$ cat config.mk
export PLATFORM = sky130hd
export DESIGN_NAME = rf_multiport_sb
export DESIGN_NICKNAME = d
export VERILOG_FILES = /design/src/rtl/rf_multiport_sb_pkg.sv /design/src/rtl/rf_multiport_sb_read_port.sv /design/src/rtl/rf_multiport_sb.sv
export SDC_FILE = /design/constraint.sdc
export NUM_CORES = 2
export LEC_CHECK = 0
export ABC_AREA = 0
export CORE_ASPECT_RATIO = 1.5
export CORE_MARGIN = 2
export CORE_UTILIZATION = 25
export DETAILED_ROUTE_END_ITERATION = 7
export GPL_ROUTABILITY_DRIVEN = 0
export PLACE_DENSITY_LB_ADDON = 0.2
export SETUP_SLACK_MARGIN = 0.3
export SYNTH_ARGS = -nofsm -noshare
export SYNTH_HDL_FRONTEND = slang
export SYNTH_HIERARCHICAL = 1
export SYNTH_SLANG_ARGS = --single-unit
$ cat constraint.sdc
create_clock -name CLK -period 2.56 [get_ports CLK]
set_input_delay 0.256 -clock CLK [delete_from_list [all_inputs] [get_ports CLK]]
set_output_delay 0.256 -clock CLK [all_outputs]
set_load 0.05 [all_outputs]
$ cat src/rtl/rf_multiport_sb_pkg.sv
// Shared constants for the multi-port register file with busy scoreboard.
package rf_multiport_sb_pkg;

  localparam int unsigned REG_ZERO     = 0;
  localparam bit          WR_PRI_PORT1 = 1'b1;
  localparam int unsigned NUM_RD_MIN   = 1;
  localparam int unsigned NUM_RD_MAX   = 4;

endpackage

$ cat src/rtl/rf_multiport_sb_read_port.sv
// One combinational read port: zero-register decode, write-first bypass and
// busy qualification against writes landing this cycle.
module rf_multiport_sb_read_port
  import rf_multiport_sb_pkg::*;
#(
  parameter int WORD_WIDTH = 32,
  parameter int REG_WIDTH  = 5,
  parameter int BYPASS     = 1
) (
  input  logic                  rst_i,
  input  logic [REG_WIDTH-1:0]  r_reg_i,
  input  logic [WORD_WIDTH-1:0] arr_data_i,
  input  logic                  arr_busy_i,
  input  logic                  we0_i,
  input  logic [REG_WIDTH-1:0]  w_reg0_i,
  input  logic [WORD_WIDTH-1:0] w_data0_i,
  input  logic                  we1_i,
  input  logic [REG_WIDTH-1:0]  w_reg1_i,
  input  logic [WORD_WIDTH-1:0] w_data1_i,
  output logic [WORD_WIDTH-1:0] r_data_o,
  output logic                  r_busy_o
);

  localparam logic [REG_WIDTH-1:0] ZERO_ADDR = REG_WIDTH'(REG_ZERO);

  logic hit0_s;
  logic hit1_s;

  assign hit0_s = (BYPASS != 0) && we0_i && (w_reg0_i == r_reg_i);
  assign hit1_s = (BYPASS != 0) && we1_i && (w_reg1_i == r_reg_i);

  // A forwarded write means the producer completes now, so it is no longer busy.
  always_comb begin
    r_data_o = '0;
    r_busy_o = 1'b0;
    if (rst_i || (r_reg_i == ZERO_ADDR)) begin
      r_data_o = '0;
      r_busy_o = 1'b0;
    end else begin
      if (hit1_s && (WR_PRI_PORT1 || !hit0_s)) begin
        r_data_o = w_data1_i;
      end else if (hit0_s) begin
        r_data_o = w_data0_i;
      end else if (hit1_s) begin
        r_data_o = w_data1_i;
      end else begin
        r_data_o = arr_data_i;
      end
      r_busy_o = arr_busy_i && !(hit0_s || hit1_s);
    end
  end

endmodule

$ cat src/rtl/rf_multiport_sb.sv
// Register file with NUM_RD combinational read ports, two prioritised write
// ports and a per-register busy scoreboard for the hazard unit.
module rf_multiport_sb
  import rf_multiport_sb_pkg::*;
#(
  parameter int WORD_WIDTH = 32,
  parameter int REG_WIDTH  = 5,
  parameter int NUM_RD     = 2,
  parameter int BYPASS     = 1
) (
  input  logic                         CLK,
  input  logic                         RST,
  input  logic [NUM_RD*REG_WIDTH-1:0]  R_REG,
  output logic [NUM_RD*WORD_WIDTH-1:0] R_DATA,
  output logic [NUM_RD-1:0]            R_BUSY,
  input  logic                         WE0,
  input  logic [REG_WIDTH-1:0]         W_REG0,
  input  logic [WORD_WIDTH-1:0]        W_DATA0,
  input  logic                         WE1,
  input  logic [REG_WIDTH-1:0]         W_REG1,
  input  logic [WORD_WIDTH-1:0]        W_DATA1,
  input  logic                         ISSUE_EN,
  input  logic [REG_WIDTH-1:0]         ISSUE_REG,
  output logic [2**REG_WIDTH-1:0]      BUSY_VEC
);

  localparam int DEPTH = 2**REG_WIDTH;
  localparam logic [REG_WIDTH-1:0] ZERO_ADDR = REG_WIDTH'(REG_ZERO);

  if ((NUM_RD < int'(NUM_RD_MIN)) || (NUM_RD > int'(NUM_RD_MAX))) begin : g_bad_num_rd
    $error("rf_multiport_sb: NUM_RD must be in 1..4");
  end

  logic [WORD_WIDTH-1:0] regs_q [DEPTH];
  logic [WORD_WIDTH-1:0] regs_d [DEPTH];
  logic [DEPTH-1:0]      busy_q;
  logic [DEPTH-1:0]      busy_d;
  logic                  wr0_s;
  logic                  wr1_s;
  logic                  same_addr_s;

  assign wr0_s       = WE0 && (W_REG0 != ZERO_ADDR);
  assign wr1_s       = WE1 && (W_REG1 != ZERO_ADDR);
  assign same_addr_s = wr0_s && wr1_s && (W_REG0 == W_REG1);

  // Issue is applied after the clears: a new producer is younger than the one completing.
  always_comb begin
    regs_d = regs_q;
    busy_d = busy_q;
    if (RST) begin
      for (int i = 0; i < DEPTH; i++) begin
        regs_d[i] = '0;
      end
      busy_d = '0;
    end else begin
      if (wr0_s && !(same_addr_s && WR_PRI_PORT1)) begin
        regs_d[W_REG0] = W_DATA0;
        busy_d[W_REG0] = 1'b0;
      end else begin
        busy_d = busy_d;
      end
      if (wr1_s && !(same_addr_s && !WR_PRI_PORT1)) begin
        regs_d[W_REG1] = W_DATA1;
        busy_d[W_REG1] = 1'b0;
      end else begin
        busy_d = busy_d;
      end
      if (ISSUE_EN && (ISSUE_REG != ZERO_ADDR)) begin
        busy_d[ISSUE_REG] = 1'b1;
      end else begin
        busy_d = busy_d;
      end
    end
    regs_d[0] = '0;
    busy_d[0] = 1'b0;
  end

  always_ff @(posedge CLK) begin
    regs_q <= regs_d;
    busy_q <= busy_d;
  end

  assign BUSY_VEC = RST ? '0 : {busy_q[DEPTH-1:1], 1'b0};

  for (genvar k = 0; k < NUM_RD; k++) begin : g_rd
    rf_multiport_sb_read_port #(
      .WORD_WIDTH(WORD_WIDTH),
      .REG_WIDTH (REG_WIDTH),
      .BYPASS    (BYPASS)
    ) u_rd (
      .rst_i     (RST),
      .r_reg_i   (R_REG[k*REG_WIDTH +: REG_WIDTH]),
      .arr_data_i(regs_q[R_REG[k*REG_WIDTH +: REG_WIDTH]]),
      .arr_busy_i(busy_q[R_REG[k*REG_WIDTH +: REG_WIDTH]]),
      .we0_i     (WE0),
      .w_reg0_i  (W_REG0),
      .w_data0_i (W_DATA0),
      .we1_i     (WE1),
      .w_reg1_i  (W_REG1),
      .w_data1_i (W_DATA1),
      .r_data_o  (R_DATA[k*WORD_WIDTH +: WORD_WIDTH]),
      .r_busy_o  (R_BUSY[k])
    );
  end

endmodule

==> results.sh <==
export IMPL_drcViolationCount=65
export IMPL_dp_slack_ns=-1.02
export IMPL_die_area_sq_mm=0.252
export IMPL_port_buffers=190
export IMPL_antenna_found_initial=27
export IMPL_cts_root_buf="clkbuf_16"
export IMPL_min_to="regs_q[298]"
export IMPL_clock_skew_final_ns=0
export IMPL_ys_types=43
export IMPL_io_pins=192
export IMPL_worstPathArrival_ns=2.85
export IMPL_end_kind="output port"
export IMPL_wl_met1_microns=155000
export IMPL_nets=7727
export IMPL_path_max_fanout=3
export IMPL_period_needed_ns=3.10
export IMPL_ys_ff_latch=1023
export IMPL_setup_viol=66
export IMPL_wl_per_cell_microns=40.1
export IMPL_r2r_end="regs_q[597]"
export IMPL_violations="design-rule violations, negative setup slack"
export IMPL_postSynthCellCount=7109
export IMPL_wirelength_microns=441000
export IMPL_holdCritStartpoint="RST"
export IMPL_grt_first_pass_wirelength_microns=596000
export IMPL_leakagePower_nw=29.8
export IMPL_drv_cap=0
export IMPL_syn_area_sq_mm=0.0621
export IMPL_rsz0062_at_grt="yes"
export IMPL_ff2ff_setup_slack_ns=1.51
export IMPL_postSynthAreaPerCell_sq_um=8.73
export IMPL_via_count=74100
export IMPL_drv_slew=0
export IMPL_dr_first_iter_drc_count=14200
export IMPL_yosys_most_used_dff="dfxtp_1"
export IMPL_synth_edff_count=0
export IMPL_tightest_slew_ns=1.09
export IMPL_vdd_ir_drop_max_uv=511
export IMPL_reg2reg_depth=4
export IMPL_cts_buffers=107
export IMPL_tns_ns=-23.52
export IMPL_wl_met3_microns=53800
export IMPL_first_pass_iters=8
export IMPL_grt_max_degree=191
export IMPL_netlist_top_cells_count="nor2_1 (1217), dfxtp_1 (1023), nor3_1 (868), clkbuf_1 (754), a221oi_1 (448)"
export IMPL_cts_sinks=1023
export IMPL_status="finished with violations"
export IMPL_relSlewSlack=0.273
export IMPL_path_clk_slew_ns=0.07
export IMPL_cts_tree="yes"
export IMPL_setup_ws_ns=-0.543
export IMPL_place_hpwl_microns=295000
export IMPL_yosysTopAreaCellShare=0.330
export IMPL_synth_largest_area_cell="dfxtp_1"
export IMPL_grt_pass1_vias=70800
export IMPL_cp_required_ns=2.30
export IMPL_synthesis_nets=7203
export IMPL_clockBufferDepth=3
export IMPL_fp_coreArea_sq_mm=0.247
export IMPL_gr_total_overflow=0
export IMPL_fin_crit_sh=1.21
export IMPL_wl_met2_microns=190000
export IMPL_final_hold_violation_count=0
export IMPL_max_freq_mhz=322
export IMPL_multi_input_area_sq_mm=0.0412
export IMPL_vias_per_cell=6.73
export IMPL_row_count=224
export IMPL_ys_warn_count=6
export IMPL_hold_depth=3
export IMPL_crit_type="register to output port"
export IMPL_powerDensity_mw_per_mm2=494
export IMPL_yosysMostFrequentCell="nor2_1"
export IMPL_detail_route_antenna_nets=0
export IMPL_start_util=0.251
export IMPL_die_x_microns=411
export IMPL_drive_gt1_frac=0.329
export IMPL_yosys_top_cells_area="dfxtp_1 (33%), mux4_2 (14%), nor2_1 (7.4%)"
export IMPL_area_growth_syn_to_layout_pct=39.5
export IMPL_regArea_sq_mm=0.0207
export IMPL_holdWs_ns=0.207
export IMPL_reg2reg_from="regs_q[597]"
export IMPL_ys_seq_area_frac=0.330
export IMPL_fillers=24900
export IMPL_htreeDepth=3
export IMPL_clkLatencyLatePin_ns=0.76
export IMPL_grt_usage=0.334
export IMPL_holdCritPathClass="input pin to register"
export IMPL_top_layer="met5"
export IMPL_start_kind="register"
export IMPL_synthArstFlopShare=0
export IMPL_die_h_microns=614
## final cells by class
| class | count | area share |
|---|---|---|
| antenna | 12 | 0.000347 |
| sequential | 1023 | 0.239 |
| clock buffer | 164 | 0.0371 |
| tap | 3277 | 0.0474 |
| timing repair buffer | 1391 | 0.194 |
| multi-input combinational | 5110 | 0.475 |
| clock inverter | 35 | 0.00660 |
## routing by layer
layer / GRT usage / vias up
met1: 0.400 / 36600
met4: 0.271 / 10
met5: 0 / -
met2: 0.501 / 6675
met3: 0.0886 / 1950
li1: - / 28900
## how the worst max path moves through the flow
stage                           start          to  cells past startpoint
after floorplan              R_REG[5]  R_DATA[37]                      8
after global placement       R_REG[0]   R_DATA[1]                     14
after detailed placement     R_REG[0]   R_DATA[1]                     14
after CTS                 regs_q[663]  R_DATA[23]                     10
after global routing      regs_q[727]  R_DATA[23]                     10
final                     regs_q[215]  R_DATA[23]                      9
## critical path: stages (launching register included)
cell     delay (ns)
dfxtp_2        0.33
mux4_2         0.44
a22o_1         0.28
o21ai_2        0.15
o21ai_2        0.13
buf_4          0.18
o21ai_4        0.10
buf_6          0.14
a31oi_4        0.11
buf_12         0.18
## power breakdown
| group | internal [mW] | switching (mW) | leakage [nW] |
|---|---|---|---|
| clock | 10.0 | 7.81 | 1.86 |
| combinational | 3.14 | 5.31 | 19.6 |
| sequential | 16.2 | 0.272 | 8.35 |
## through the flow
step	area, sq um	utilization	power (mW)	std cells
after floorplan	63400	-	20.3	7109
after global placement	80200	0.324	24.5	10800
after detailed placement	80200	0.324	24.6	10800
after CTS	85800	0.347	42.4	11000
after global routing	86600	0.350	43.4	11000
final	86600	0.350	42.8	11000
## registers in the layout (all words and copies together), names as in the netlist
register  count
regs_q      992
busy_q       31
## placed cells by master, fill, tap and decap left out, drive strengths merged, types with 3 or more instances in the layout
cell / netlist / routed
buf: 222 / 1306
nor2: 1217 / 1217
dfxtp: 1023 / 1023
nor3: 868 / 868
a221oi: 448 / 448
nand2: 410 / 410
a222oi: 409 / 409
mux4: 396 / 396
o21ai: 227 / 227
mux2i: 198 / 198
clkbuf: 754 / 165
a311oi: 135 / 135
a22o: 132 / 132
o31ai: 130 / 130
clkdlybuf4s50: 0 / 79
o22ai: 66 / 66
nand3: 66 / 66
mux2: 66 / 66
a22oi: 66 / 66
a31oi: 64 / 64
a21oi: 60 / 60
nor2b: 41 / 41
a32oi: 31 / 31
xnor2: 25 / 25
clkinv: 0 / 17
bufinv: 0 / 14
diode: 0 / 12
nand2b: 12 / 12
and2: 9 / 9
nand4: 6 / 6
nand3b: 5 / 5
nor4: 5 / 5
or3b: 4 / 4
or2: 4 / 4
and4: 3 / 3
## logic make-up (layout without fill, tap and decap cells)
logic type	Yosys count	count (layout)	synth area share
AOI/OAI and AO/OA	1772	1772	0.232
xor gates and xnor gates	25	25	0.00353
buffers and inverters	976	1590	0.0636
DFF	1023	1023	0.330
muxes	660	660	0.188
other	1	13	0.0000604
and+or+nand+nor	2652	2652	0.183
## what timing repair did
action / in CTS / in global routing
hold endpoints to repair: 10 / 0
endpoints found under the setup margin: 66 / 98
buffers inserted: 13 / 14
gates resized for setup: 612 / 148
cloned: 2 / 1
pin swaps: 183 / 100
hold buffers: 1 / 0
No activity file was read; power rests on OpenSTA's default activity.
